==> config.mk <==
export PLATFORM = sky130hd
export DESIGN_NAME = rmst_sched_flat
export DESIGN_NICKNAME = d
export VERILOG_FILES = /design/src/rtl/rmst_pkg.sv /design/src/rtl/rmst_sched_if.sv /design/src/rtl/rmst_job_tracker.sv /design/src/rtl/rmst_sched.sv /design/src/flat_wrapper.sv
export SDC_FILE = /design/constraint.sdc
export NUM_CORES = 1
export LEC_CHECK = 0
export ABC_AREA = 0
export ABC_CLOCK_PERIOD_IN_PS = 5200
export CORE_MARGIN = 2
export CORE_UTILIZATION = 55
export DETAILED_ROUTE_END_ITERATION = 7
export MAX_ROUTING_LAYER = met4
export PLACE_DENSITY = 0.86
export SLEW_MARGIN = 10
export SYNTH_ARGS = -nofsm -noshare
export SYNTH_HDL_FRONTEND = slang
export SYNTH_SLANG_ARGS = --single-unit
==> constraint.sdc <==
create_clock -name clk -period 5.2 [get_ports clk]
set_input_delay 0.52 -clock clk [delete_from_list [all_inputs] [get_ports clk]]
set_output_delay 0.52 -clock clk [all_outputs]
set_load 0.1 [all_outputs]
==> src/rtl/rmst_pkg.sv <==
// rmst_pkg: shared definitions for the read-master tile scheduler.
//   - TILE_LEN_DEFAULT : default maximum words per issued tile
//   - rmst_state_e     : scheduler FSM state encoding
//   - min_u            : unsigned minimum used to clip a tile to the remaining length
package rmst_pkg;

    localparam int unsigned TILE_LEN_DEFAULT = 128;

    typedef enum logic [1:0] {
        StIdle   = 2'd0,
        StIssue  = 2'd1,
        StWait   = 2'd2,
        StUpdate = 2'd3
    } rmst_state_e;

    function automatic int unsigned min_u(input int unsigned a, input int unsigned b);
        return (a < b) ? a : b;
    endfunction

endpackage

==> src/rtl/rmst_sched_if.sv <==
// rmst_sched_if: scheduler <-> read-master engine tile bus.
//   trans_start : one-cycle tile start (scheduler -> engine)
//   trans_raddr : tile byte address      (scheduler -> engine)
//   trans_iolen : tile word count        (scheduler -> engine)
//   trans_sel   : requester owning tile  (scheduler -> engine)
//   trans_done  : tile finished          (engine -> scheduler)
// Modports: master = scheduler side, slave = engine side.
interface rmst_sched_if #(
    parameter int unsigned AW = 12,
    parameter int unsigned DW = 32
) ();

    logic          trans_start;
    logic [DW-1:0] trans_raddr;
    logic [AW-1:0] trans_iolen;
    logic          trans_sel;
    logic          trans_done;

    modport master (
        output trans_start,
        output trans_raddr,
        output trans_iolen,
        output trans_sel,
        input  trans_done
    );

    modport slave (
        input  trans_start,
        input  trans_raddr,
        input  trans_iolen,
        input  trans_sel,
        output trans_done
    );

endinterface

==> src/rtl/rmst_job_tracker.sv <==
// rmst_job_tracker: per-requester job state (active flag, current address,
// remaining words), start acceptance and post-tile update.
//   clk, rst  : clock, asynchronous active-high reset
//   start     : one-cycle job request, addr/len sampled with it
//   addr, len : job base byte address and length in words
//   upd       : one-cycle update strobe after a tile of this job finished
//   upd_len   : word count of the finished tile
//   active    : job in progress
//   cur_addr  : byte address of the next tile
//   rem       : words still to be issued
//   done      : one-cycle job-complete pulse
module rmst_job_tracker #(
    parameter int unsigned AW = 12,
    parameter int unsigned DW = 32
) (
    input  logic          clk,
    input  logic          rst,
    input  logic          start,
    input  logic [DW-1:0] addr,
    input  logic [AW-1:0] len,
    input  logic          upd,
    input  logic [AW-1:0] upd_len,
    output logic          active,
    output logic [DW-1:0] cur_addr,
    output logic [AW-1:0] rem,
    output logic          done
);

    logic          active_q;
    logic [DW-1:0] addr_q;
    logic [AW-1:0] rem_q;
    logic          done_q;

    logic accept;
    logic zero_job;
    logic last_tile;

    // A start is only honoured while idle; this also drops a start landing on
    // the final-tile update edge, since active is still set on that edge.
    assign accept    = start && !active_q;
    assign zero_job  = accept && (len == '0);
    assign last_tile = upd && (rem_q == upd_len);

    always_ff @(posedge clk or posedge rst) begin
        if (rst) begin
            active_q <= 1'b0;
            addr_q   <= '0;
            rem_q    <= '0;
            done_q   <= 1'b0;
        end else begin
            done_q <= zero_job || last_tile;
            if (upd) begin
                addr_q <= addr_q + (DW'(upd_len) << 2);
                rem_q  <= rem_q - upd_len;
                if (last_tile) begin
                    active_q <= 1'b0;
                end
            end else if (accept && !zero_job) begin
                addr_q   <= addr;
                rem_q    <= len;
                active_q <= 1'b1;
            end
        end
    end

    assign active   = active_q;
    assign cur_addr = addr_q;
    assign rem      = rem_q;
    assign done     = done_q;

    upd_only_when_active: assert property (@(posedge clk) disable iff (rst) upd |-> active_q);
    upd_within_rem: assert property (@(posedge clk) disable iff (rst) upd |-> (upd_len <= rem_q));

endmodule

==> src/rtl/rmst_sched.sv <==
// rmst_sched: two-requester round-robin tile scheduler for a read-master engine.
// Each requester submits a job (base byte address, length in words); the job is
// cut into tiles of at most TILE_LEN words which are issued one at a time to
// the engine, alternating between requesters when both can accept data.
//   clk, rst                    : clock, asynchronous active-high reset
//   reqN_start/addr/len         : one-cycle job request with its parameters
//   reqN_fifo_almost_full       : requester cannot take another tile right now
//   reqN_done                   : one-cycle job-complete pulse
//   eng (rmst_sched_if.master)  : tile bus to the engine (start/raddr/iolen/sel/done)
module rmst_sched
    import rmst_pkg::*;
#(
    parameter int unsigned AW       = 12,
    parameter int unsigned DW       = 32,
    parameter int unsigned TILE_LEN = TILE_LEN_DEFAULT
) (
    input  logic          clk,
    input  logic          rst,
    input  logic          req0_start,
    input  logic [DW-1:0] req0_addr,
    input  logic [AW-1:0] req0_len,
    input  logic          req0_fifo_almost_full,
    output logic          req0_done,
    input  logic          req1_start,
    input  logic [DW-1:0] req1_addr,
    input  logic [AW-1:0] req1_len,
    input  logic          req1_fifo_almost_full,
    output logic          req1_done,
    rmst_sched_if.master  eng
);

    rmst_state_e   state_q;
    logic          last_grant_q;
    logic          start_q;
    logic [DW-1:0] raddr_q;
    logic [AW-1:0] iolen_q;
    logic          sel_q;

    logic          active0, active1;
    logic [DW-1:0] cur_addr0, cur_addr1;
    logic [AW-1:0] rem0, rem1;
    logic          upd0, upd1;

    logic          elig0, elig1;
    logic          grant;
    logic [DW-1:0] grant_addr;
    logic [AW-1:0] grant_rem;
    logic [AW-1:0] tile_words;

    rmst_job_tracker #(
        .AW (AW),
        .DW (DW)
    ) u_trk0 (
        .clk      (clk),
        .rst      (rst),
        .start    (req0_start),
        .addr     (req0_addr),
        .len      (req0_len),
        .upd      (upd0),
        .upd_len  (iolen_q),
        .active   (active0),
        .cur_addr (cur_addr0),
        .rem      (rem0),
        .done     (req0_done)
    );

    rmst_job_tracker #(
        .AW (AW),
        .DW (DW)
    ) u_trk1 (
        .clk      (clk),
        .rst      (rst),
        .start    (req1_start),
        .addr     (req1_addr),
        .len      (req1_len),
        .upd      (upd1),
        .upd_len  (iolen_q),
        .active   (active1),
        .cur_addr (cur_addr1),
        .rem      (rem1),
        .done     (req1_done)
    );

    // almost_full only gates the grant decision; a tile already in flight runs on.
    assign elig0 = active0 && !req0_fifo_almost_full;
    assign elig1 = active1 && !req1_fifo_almost_full;

    always_comb begin
        grant = 1'b0;
        if (elig0 && elig1) begin
            grant = !last_grant_q;
        end else begin
            grant = elig1;
        end
    end

    assign grant_addr = grant ? cur_addr1 : cur_addr0;
    assign grant_rem  = grant ? rem1 : rem0;
    assign tile_words = AW'(min_u(32'(grant_rem), TILE_LEN));

    // The owning tracker advances in the single UPDATE cycle.
    assign upd0 = (state_q == StUpdate) && !sel_q;
    assign upd1 = (state_q == StUpdate) && sel_q;

    always_ff @(posedge clk or posedge rst) begin
        if (rst) begin
            state_q      <= StIdle;
            last_grant_q <= 1'b1;
            start_q      <= 1'b0;
            raddr_q      <= '0;
            iolen_q      <= '0;
            sel_q        <= 1'b0;
        end else begin
            case (state_q)
                StIdle: begin
                    if (elig0 || elig1) begin
                        sel_q   <= grant;
                        raddr_q <= grant_addr;
                        iolen_q <= tile_words;
                        start_q <= 1'b1;
                        state_q <= StIssue;
                    end
                end
                StIssue: begin
                    start_q <= 1'b0;
                    state_q <= StWait;
                end
                StWait: begin
                    if (eng.trans_done) begin
                        state_q <= StUpdate;
                    end
                end
                StUpdate: begin
                    last_grant_q <= sel_q;
                    state_q      <= StIdle;
                end
                default: begin
                    state_q <= StIdle;
                end
            endcase
        end
    end

    assign eng.trans_start = start_q;
    assign eng.trans_raddr = raddr_q;
    assign eng.trans_iolen = iolen_q;
    assign eng.trans_sel   = sel_q;

    start_one_cycle: assert property (@(posedge clk) disable iff (rst) start_q |=> !start_q);
    start_has_words: assert property (@(posedge clk) disable iff (rst)
        start_q |-> ((iolen_q != '0) && (32'(iolen_q) <= TILE_LEN)));

endmodule

==> src/flat_wrapper.sv <==
// flat-port wrapper written by rule: the top's interface ports become plain ports
module rmst_sched_flat import rmst_pkg::*;
#(
    parameter int unsigned AW       = 12,
    parameter int unsigned DW       = 32,
    parameter int unsigned TILE_LEN = TILE_LEN_DEFAULT
)
  (clk, rst, req0_start, req0_addr, req0_len, req0_fifo_almost_full, req0_done, req1_start, req1_addr, req1_len, req1_fifo_almost_full, req1_done, eng_trans_start, eng_trans_raddr, eng_trans_iolen, eng_trans_sel, eng_trans_done);
  rmst_sched_if #(.AW(AW), .DW(DW)) eng_i ();
  input  logic clk;
  input  logic rst;
  input  logic req0_start;
  input  logic [DW-1:0] req0_addr;
  input  logic [AW-1:0] req0_len;
  input  logic req0_fifo_almost_full;
  output logic req0_done;
  input  logic req1_start;
  input  logic [DW-1:0] req1_addr;
  input  logic [AW-1:0] req1_len;
  input  logic req1_fifo_almost_full;
  output logic req1_done;
  output wire logic [$bits(eng_i.trans_start)-1:0] eng_trans_start;
  output wire logic [$bits(eng_i.trans_raddr)-1:0] eng_trans_raddr;
  output wire logic [$bits(eng_i.trans_iolen)-1:0] eng_trans_iolen;
  output wire logic [$bits(eng_i.trans_sel)-1:0] eng_trans_sel;
  input wire logic [$bits(eng_i.trans_done)-1:0] eng_trans_done;
  assign eng_trans_start = eng_i.trans_start;
  assign eng_trans_raddr = eng_i.trans_raddr;
  assign eng_trans_iolen = eng_i.trans_iolen;
  assign eng_trans_sel = eng_i.trans_sel;
  assign eng_i.trans_done = eng_trans_done;
  rmst_sched #(.AW(AW), .DW(DW), .TILE_LEN(TILE_LEN)) u_core (.clk(clk), .rst(rst), .req0_start(req0_start), .req0_addr(req0_addr), .req0_len(req0_len), .req0_fifo_almost_full(req0_fifo_almost_full), .req0_done(req0_done), .req1_start(req1_start), .req1_addr(req1_addr), .req1_len(req1_len), .req1_fifo_almost_full(req1_fifo_almost_full), .req1_done(req1_done), .eng(eng_i));
endmodule
Word level (Yosys, flattened, before mapping) --
Cells that the tools add are included.
Storage, ports and cells: register bits 141, bits of input ports 95, logic and storage cells 86
Operators by class: add/subtract/negate cells 4, magnitude comparators 1, eq/ne operators 9, muxes and demuxes 23, reduce and logical (&&, ||, !) cells 35
Operator list (number):
- 2-to-1 mux 32 bit | 5
- 2-to-1 mux 12 bit | 6
- adder 32 x 14 -> 32 bit | 2
- equality test 12 bit | 2
- logical NOT 12 bit | 2
- subtractor 12 bit | 2
- logical AND 1 bit | 13
- less-than comparator 12 x 8 -> 1 bit, second input constant | 1
- AND reduction 2 bit | 5
- logical NOT 1 bit | 8
- 2-to-1 mux 1 bit | 8
- one-hot mux 2 bit (4 select lines) | 1
- != test 2 x 1 -> 1 bit, second input constant | 3
- nonzero test 2 bit | 3
- equality test 2 bit, second input constant | 2
- 2-to-1 mux 2 bit | 2
- logical OR 1 bit | 3
- equality test 2 x 1 -> 1 bit, second input constant | 1
- logical NOT 2 bit | 1
- != test 2 bit, second input constant | 1
- one-hot mux 1 bit (2 select lines) | 1

Longest topological paths before layout --
Gate-level depths: netlist (run 1).
depth in word-level cells 7, gate-level depth with buffers 9, mapped depth without buffers 9

Modules after synthesis --
A second synthesis (run 1) with hierarchy kept.
Second synthesis, totals: cells, all modules 1018, area total of the unflattened synthesis 9467.8 µm²
Modules (own cells, without submodules):
- rmst_job_tracker | times used 2, cells an instance 404, area each 3582.2 µm²
- rmst_sched | times used 1, cells an instance 210, area each 2303.5 µm²

Least setup slack after synthesis (run 1) --
OpenSTA, ideal clock, no wires.
path kind flip-flop to flip-flop, start reg u_core.iolen_q[4] (netlist: u_core.eng.trans_iolen[4]), end reg u_core.u_trk0.rem_q[9] (netlist: u_core.u_trk0.rem[9]), arrival 2899 ps, data required time 5080 ps, slack 2181 ps, cell stages (with the launch flop) 9, clock period less this slack 3019 ps, path through dfrtp_1 -> inv_1 -> ha_1 -> a21o_1 -> a22o_1 -> or3_1 -> o221a_1 -> or3_1 -> a31o_1
Between the ends: word-level cells in the longest chain between the ends 2
RTL lines:
- start, declared | line rmst_sched.sv:36 | logic [AW-1:0] iolen_q;
- start signal, assigned | line rmst_sched.sv:119 | iolen_q <= tile_words;
- subtractor 12 bit | line rmst_job_tracker.sv:54 | rem_q <= rem_q - upd_len;
- 2-to-1 mux 12 bit | line rmst_job_tracker.sv:52 | if (upd) begin
- end signal, assigned | line rmst_job_tracker.sv:54
- end signal, assigned | line rmst_job_tracker.sv:60 | rem_q <= len;
- end, declared | line rmst_job_tracker.sv:31 | logic [AW-1:0] rem_q;
No other way between the ends. A chain may end at the register's enable or synchronous reset.

Final worst setup path (run 1) --
start reg u_core.iolen_q[1] (netlist: u_core.eng.trans_iolen[1]), end reg u_core.u_trk1.addr_q[13] (netlist: u_core.u_trk1.cur_addr[13])
Between the ends: word-level cells in the longest chain between the ends 2
RTL lines:
- adder 32 x 14 -> 32 bit | line rmst_job_tracker.sv:53 | addr_q <= addr_q + (DW'(upd_len) << 2);
- 2-to-1 mux 32 bit | line rmst_job_tracker.sv:52
- end signal, assigned | line rmst_job_tracker.sv:53
- end signal, assigned | line rmst_job_tracker.sv:59 | addr_q <= addr;
- end, declared | line rmst_job_tracker.sv:30 | logic [DW-1:0] addr_q;
No other way between the ends.

==> results of run 1 <==
[power groups by stage]
stage                     sequential, uW  combinational [uW]  clock (uW)
after floorplan                     2500                1770           0
after global placement              1820                3170           0
after detailed placement            1830                3250           0
after CTS                           1810                3270        1300
after global routing                1870                3570        1340
final                               1830                3290        1300
[path summary, 6_finish.rpt]
check / from / endpoint / slack, ns / cells after the start
min reg2reg: u_core.eng.trans_raddr[26]$_DFFE_PP0P_ / u_core.eng.trans_raddr[26]$_DFFE_PP0P_ / 0.48 / 2
max reg2reg: u_core.eng.trans_iolen[1]$_DFFE_PP0P_ / u_core.u_trk1.cur_addr[13]$_DFFE_PP0P_ / 2.31 / 7
min: u_core.eng.trans_raddr[26]$_DFFE_PP0P_ / u_core.eng.trans_raddr[26]$_DFFE_PP0P_ / 0.48 / 2
max: u_core.eng.trans_iolen[1]$_DFFE_PP0P_ / u_core.u_trk1.cur_addr[13]$_DFFE_PP0P_ / 2.31 / 7
max in group asynchronous: rst / u_core.u_trk1.rem[9]$_DFFE_PP0P_ / 3.47 / 3
min in group asynchronous: rst / u_core.eng.trans_raddr[3]$_DFFE_PP0P_ / 0.69 / 2
[cell families after synthesis]
group | after synthesis | synth area share [%]
simple gates | 343 | 17.6
compound gates | 300 | 21.4
mux | 78 | 8.62
flops | 141 | 38.3
buf+inv | 83 | 3.85
fa+ha+maj | 55 | 7.80
xor+xnor | 25 | 2.38
[area by class of cell]
cell class | count | area (sq um) | share of cell area, %
Multi-Input combinational cell | 801 | 5360 | 46.9
Sequential cell | 141 | 3530 | 30.9
Timing Repair Buffer | 152 | 1500 | 13.1
Clock buffer | 18 | 439 | 3.85
Tap cell | 220 | 275 | 2.41
Clock inverter | 14 | 181 | 1.59
Inverter | 36 | 140 | 1.23
[worst register-to-register path: stages, from the launching register on]
cell	delay [ns]
dfrtp_1	0.66
ha_1	0.34
a211oi_1	0.50
nor4_1	0.16
or4b_1	0.54
a31oi_1	0.30
xor2_1	0.19
o21ai_1	0.08
[state kept, by name (all words and copies together), names as in the netlist]
| register | count |
|---|---|
| u_core.eng.trans_iolen | 12 |
| u_core.eng.trans_raddr | 32 |
| u_core.eng.trans_sel | 1 |
| u_core.eng.trans_start | 1 |
| u_core.last_grant_q | 1 |
| u_core.state_q | 2 |
| u_core.u_trk0.active | 1 |
| u_core.u_trk0.cur_addr | 32 |
| u_core.u_trk0.done | 1 |
| u_core.u_trk0.rem | 12 |
| u_core.u_trk1.active | 1 |
| u_core.u_trk1.cur_addr | 32 |
| u_core.u_trk1.done | 1 |
| u_core.u_trk1.rem | 12 |
[metrics by stage]
step,cell area (sq um),utilization (%),worst slack [ns],std cells
CTS,11400,69.4,2.33,1382
global route,11400,69.4,2.13,1382
floorplan,9210,-,0.900,1025
global placement,10800,65.6,2.18,1350
finish,11400,69.4,2.31,1382
detailed placement,10800,65.6,2.15,1350
[placed cells by master, fill, tap and decap left out, types with 5 or more instances in the layout]
| cell | Yosys | layout |
|---|---|---|
| clkdlybuf4s50_1 | 0 | 142 |
| dfrtp_1 | 140 | 140 |
| nand2_1 | 134 | 133 |
| nor2_1 | 73 | 73 |
| mux2i_1 | 68 | 68 |
| a21oi_1 | 53 | 53 |
| o21ai_1 | 51 | 51 |
| ha_1 | 51 | 51 |
| o21ai_0 | 40 | 40 |
| inv_1 | 36 | 35 |
| a211oi_1 | 25 | 25 |
| nand3_1 | 24 | 24 |
| nor3_1 | 19 | 19 |
| clkbuf_16 | 0 | 17 |
| a21o_1 | 15 | 14 |
| o211ai_1 | 14 | 14 |
| o22ai_1 | 14 | 14 |
| xnor2_1 | 13 | 13 |
| nor4_1 | 13 | 13 |
| nor2b_1 | 13 | 12 |
| xor2_1 | 12 | 12 |
| and2_1 | 10 | 10 |
| nand2b_1 | 10 | 10 |
| o21a_1 | 10 | 10 |
| a31oi_1 | 12 | 10 |
| and3_1 | 10 | 10 |
| buf_4 | 0 | 10 |
| mux2_1 | 9 | 9 |
| nand4_1 | 8 | 8 |
| a311oi_1 | 8 | 8 |
| or4_1 | 7 | 7 |
| o21bai_1 | 6 | 6 |
| inv_6 | 0 | 5 |
[layer usage]
| layer | vias up | share of wire, % | global-route usage (%) |
|---|---|---|---|
| met5 | - | 0 | - |
| met4 | 0 | 3.3 | 12.2 |
| met3 | 74 | 8.1 | 6.05 |
| met2 | 385 | 46 | 47.4 |
| met1 | 4130 | 43 | 41.6 |
| li1 | 4015 | - | - |
==> metrics.csv, run 1 <==
stage,metric,value,unit
floorplanning,start_util,55.9,%
floorplanning,fp.dieW,133,um
yosys,synth_top_area_cell,dfrtp_1,
floorplanning,core_region_area,0.0165,sq mm
layout,num_antenna_cells,0,
grt,grt_pass1_vias,8116,
detailed_routing,viasPerCell,6.23,
sta,maxSlewHeadroom,33.6,%
clock_tree,postCtsSetupBuffers,0,
yosys,yosysTopAreaCellShare,38.1,%
layout,drive_above_1_share,5.34,%
power_and_ir_drop,power.leakage,0.00487,uW
floorplanning,ios,143,
power_and_ir_drop,netSwitchingFraction,47.5,%
placed_design,gp_congestion,0.944,
critical_path,cp.arrival,3.21,ns
layout,nFillCells,1267,
clock_tree,cts-resized-gates,0,
yosys,synth_area_leaders,"dfrtp_1, mux2i_1, ha_1, nand2_1, nor2_1",
yosys,synth_flop_cell,dfrtp_1,
yosys,postSynthAreaPerCell,8.98,sq um
clock_tree,clkTransAtPathRegs,0.06,ns
detailed_routing,routedWlPerCell,19.0,um
grt,grt_pass1_wl,42200,um
clock_tree,hold_buffers,0,
power_and_ir_drop,combPwrFrac,51.2,%
critical_path,endpoint_kind,register,
yosys,seq_area_frac_synth,38.3,%
floorplanning,die_area,0.0178,sq mm
detailed_routing,via_count,8604,
yosys,synthDistinctLibCells,72,
power_and_ir_drop,p_seq_share,28.5,%
yosys,ys_ff_latch,141,
grt,antenna_found_initial,0,
power_and_ir_drop,clock_power_share,20.2,%
yosys,synth_edf_count,0,
critical_path,slowest_delay,0.66,ns
yosys,async_flop_share,100,%
floorplanning,rows,47,
critical_path,crit_chain,ha_1 > a211oi_1 > nor4_1 > or4b_1 > a31oi_1 > xor2_1 > o21ai_1,
detailed_routing,drtPass1Iterations,5,
yosys,synthTopCellsByCount,"dfrtp_1, nand2_1, nor2_1",
status,status,finished clean,
sta,setup_tns,0,ns
sta,finalSetupViolCount,0,
clock_tree,clk_path_buf_depth,2,
flow_run,drv_cap,0,
critical_path,worst-setup-path-type,register to register,
placed_design,post-dp-hpwl,19200,um
power_and_ir_drop,total_power,6420,uW
power_and_ir_drop,power.switching,3050,uW
critical_path,slowest_stage,dfrtp_1,
clock_tree,cts_tree,done,
yosys,syn_inst,1025,
sta,period_share,55.6,%
sta,worstMarginPinSlew,0.993,ns
clock_tree,clock_sinks,141,
power_and_ir_drop,p_int,3370,uW
sta,finalClockSkew,0.0132,ns
clock_tree,htreeDepth,4,
critical_path,crit_fanout,8,
clock_tree,clk_latency,0.45,ns
detailed_routing,routed_wl,26300,um
detailed_routing,drc,0,
sta,whs,0.479,ns
layout,nets,1299,
critical_path,cp_top_family,compound AO/OA/AOI/OAI gates,
grt,grt.overflow.total,0,
placed_design,portBuffers,142,
critical_path,path_buf_inv,0,
layout,syn2layout_area_growth,24.1,%
sta,slew_viol_final,0,
detailed_routing,antenna_left,0,
floorplanning,die_height,133,um
yosys,synth_warnings,0,
clock_tree,numCtsBuffers,17,
clock_tree,ctsRootBufferMaster,clkbuf_16,
sta,fin_crit,2.89,ns
yosys,syn_nets,1175,
grt,grt_max_degree,108,
hold_path,hold_class,register to register,
sta,rsz0062_at_grt,false,
sta,fmax,346,MHz
yosys,syn_area,0.00921,sq mm
critical_path,startpoint_type,register,
critical_path,required,5.52,ns
grt,track_usage,31.2,%
power_and_ir_drop,powerDensity,562,mW/mm^2
power_and_ir_drop,ir_drop,309,uV
detailed_routing,drt_iter0_drc,871,
sta,hold_violations,0,
yosys,yosysMostFrequentCell,dfrtp_1,
No activity file was read; power rests on OpenSTA's default activity.
==> inputs of run 2 (changes only) <==
--- a/config.mk
+++ b/config.mk
@@ -6,7 +6,7 @@
 export NUM_CORES = 1
 export LEC_CHECK = 0
 export ABC_AREA = 0
-export ABC_CLOCK_PERIOD_IN_PS = 5200
+export ABC_CLOCK_PERIOD_IN_PS = 2820
 export CORE_MARGIN = 2
 export CORE_UTILIZATION = 55
 export DETAILED_ROUTE_END_ITERATION = 7
==> constraint.sdc (replaced) <==
create_clock -name clk -period 2.82 [get_ports clk]
set_input_delay 0.282 -clock clk [delete_from_list [all_inputs] [get_ports clk]]
set_output_delay 0.282 -clock clk [all_outputs]
set_load 0.1 [all_outputs]
==> metrics.csv, run 2 (synthesis results as in run 1) <==
stage,metric,value,unit
layout,nFillCells,1300,
clock_tree,cts_tree,done,
power_and_ir_drop,p_seq_share,28.7,%
placed_design,portBuffers,142,
layout,drive_above_1_share,11.3,%
floorplanning,start_util,55.9,%
layout,mostFrequentLayoutCell,dfrtp_1,
critical_path,worst-setup-path-type,register to register,
sta,fmax,374,MHz
power_and_ir_drop,power.switching,5640,uW
detailed_routing,drt_iter0_drc,1008,
hold_path,hold_class,primary input to asynchronous set/reset pin,
sta,rsz0062_at_grt,false,
clock_tree,clk_latency,0.44,ns
critical_path,startpoint_type,register,
layout,most-common-layout-cells,"dfrtp_1, nand2_1, clkdlybuf4s50_1, nor2_1, buf_4",
sta,finalSetupViolCount,0,
placed_design,gp_congestion,0.968,
sta,whs,0.309,ns
clock_tree,htreeDepth,4,
detailed_routing,antenna_left,0,
critical_path,required,3.16,ns
grt,grt_pass1_vias,8094,
floorplanning,core_region_area,0.0165,sq mm
power_and_ir_drop,combPwrFrac,52.7,%
grt,track_usage,32.6,%
layout,nets,1317,
status,status,finished clean,
floorplanning,ios,143,
critical_path,crit_fanout,10,
sta,finalClockSkew,0.0116,ns
sta,slew_viol_final,0,
clock_tree,clk_path_buf_depth,2,
power_and_ir_drop,power.leakage,0.00502,uW
sta,hold_violations,0,
clock_tree,clkTransAtPathRegs,0.06,ns
floorplanning,fp.dieW,133,um
floorplanning,die_height,133,um
sta,worstMarginPinSlew,0.703,ns
critical_path,endpoint_kind,register,
sta,fin_crit,2.68,ns
layout,final_util,69.4,%
power_and_ir_drop,ir_drop,950,uV
critical_path,cp.arrival,3.02,ns
detailed_routing,drc,0,
sta,maxSlewHeadroom,53.1,%
grt,grt_pass1_wl,43600,um
detailed_routing,viasPerCell,6.25,
sta,period_share,94.9,%
clock_tree,ctsRootBufferMaster,clkbuf_16,
detailed_routing,drtPass1Iterations,5,
detailed_routing,routedWlPerCell,19.9,um
power_and_ir_drop,p_int,6050,uW
power_and_ir_drop,clock_power_share,18.6,%
layout,layout.cells.non_filler,1399,
power_and_ir_drop,netSwitchingFraction,48.3,%
grt,grt.overflow.total,0,
sta,setup_tns,0,ns
power_and_ir_drop,total_power,11700,uW
grt,antenna_found_initial,0,
layout,syn2layout_area_growth,24.2,%
detailed_routing,via_count,8749,
flow_run,drv_cap,0,
clock_tree,clock_sinks,141,
detailed_routing,routed_wl,27900,um
placed_design,place_inst,1368,
placed_design,post-dp-hpwl,20600,um
grt,grt_max_degree,79,
layout,num_antenna_cells,0,
power_and_ir_drop,powerDensity,1020,mW/mm^2
floorplanning,die_area,0.0178,sq mm
floorplanning,rows,47,
clock_tree,numCtsBuffers,17,
-- run 2: cell types whose count changed in the layout (fill, tap and decap cells not counted), moves of 2 or more --
cell | previous run | this run
buf_4 | 10 | 73
clkdlybuf4s50_1 | 142 | 94
dfrtp_1 | 140 | 134
dfrtp_2 | 0 | 6
inv_6 | 5 | 1
buf_12 | 0 | 3
bufinv_16 | 3 | 1
clkbuf_1 | 0 | 2
clkbuf_8 | 1 | 3
clkinv_2 | 1 | 3
-- run 2: metrics by stage --
step / area, sq um / setup slack (ns)
2_1_floorplan: 9220 / 0.0438
3_3_place_gp: 10900 / 0.232
3_5_place_dp: 10900 / 0.134
4_1_cts: 11400 / 0.134
5_1_grt: 11400 / 0.0509
6_report: 11400 / 0.145
-- run 2: layer usage --
layer / up-vias / GRT usage, % / wire, um / part of all wire [%]
li1: 4053 / - / - / -
met1: 4245 / 46.9 / 12300 / 44
met2: 403 / 47.6 / 12500 / 45
met3: 48 / 5.52 / 2550 / 9.2
met4: 0 / 9.52 / 521 / 1.9
met5: - / - / 0 / 0
-- run 2: layout make-up --
| type | count | area [sq um] | share of cell area (%) |
|---|---|---|---|
| multi-input combinational | 801 | 5370 | 47.0 |
| sequential | 141 | 3540 | 30.9 |
| timing repair buffer | 170 | 1550 | 13.6 |
| clock buffer | 22 | 474 | 4.15 |
| tap | 220 | 275 | 2.41 |
| inverter | 36 | 139 | 1.22 |
| clock inverter | 9 | 87.6 | 0.766 |
-- run 2: worst max-delay path, cell delays in order, from the launching register on --
cell	delay [ns]
dfrtp_2	0.43
ha_1	0.24
fa_1	0.23
a21oi_1	0.11
o211a_1	0.27
nor3_1	0.45
o21a_1	0.45
a311oi_1	0.16
a211oi_1	0.24
-- run 2: power by group through the flow --
| stage | sequential [uW] | clock [uW] | combinational (uW) |
|---|---|---|---|
| floorplan | 4600 | 0 | 3260 |
| global placement | 3320 | 0 | 5970 |
| detailed placement | 3350 | 0 | 6070 |
| CTS | 3320 | 2180 | 6120 |
| global route | 3420 | 2270 | 6660 |
| finish | 3350 | 2180 | 6160 |
-- run 2: worst paths after layout --
kind	start	to	slack (ns)	cells after the start
setup / recovery	u_core.eng.trans_iolen[0]$_DFFE_PP0P_	u_core.u_trk0.cur_addr[24]$_DFFE_PP0P_	0.14	8
max in group asynchronous	rst	u_core.u_trk0.cur_addr[30]$_DFFE_PP0P_	2.12	3
min in group clk	req0_addr[0]	u_core.u_trk0.cur_addr[0]$_DFFE_PP0P_	0.38	3
hold reg to reg	u_core.u_trk0.cur_addr[1]$_DFFE_PP0P_	u_core.u_trk0.cur_addr[1]$_DFFE_PP0P_	0.48	2
hold / removal	rst	u_core.eng.trans_raddr[3]$_DFFE_PP0P_	0.31	3
setup reg to reg	u_core.eng.trans_iolen[0]$_DFFE_PP0P_	u_core.u_trk0.cur_addr[24]$_DFFE_PP0P_	0.14	8
-- run 2: timing repair --
action	in CTS	in global routing
setup endpoints to repair	0	7
setup buffers	0	0
gates resized for setup	0	2
hold buffers	0	0
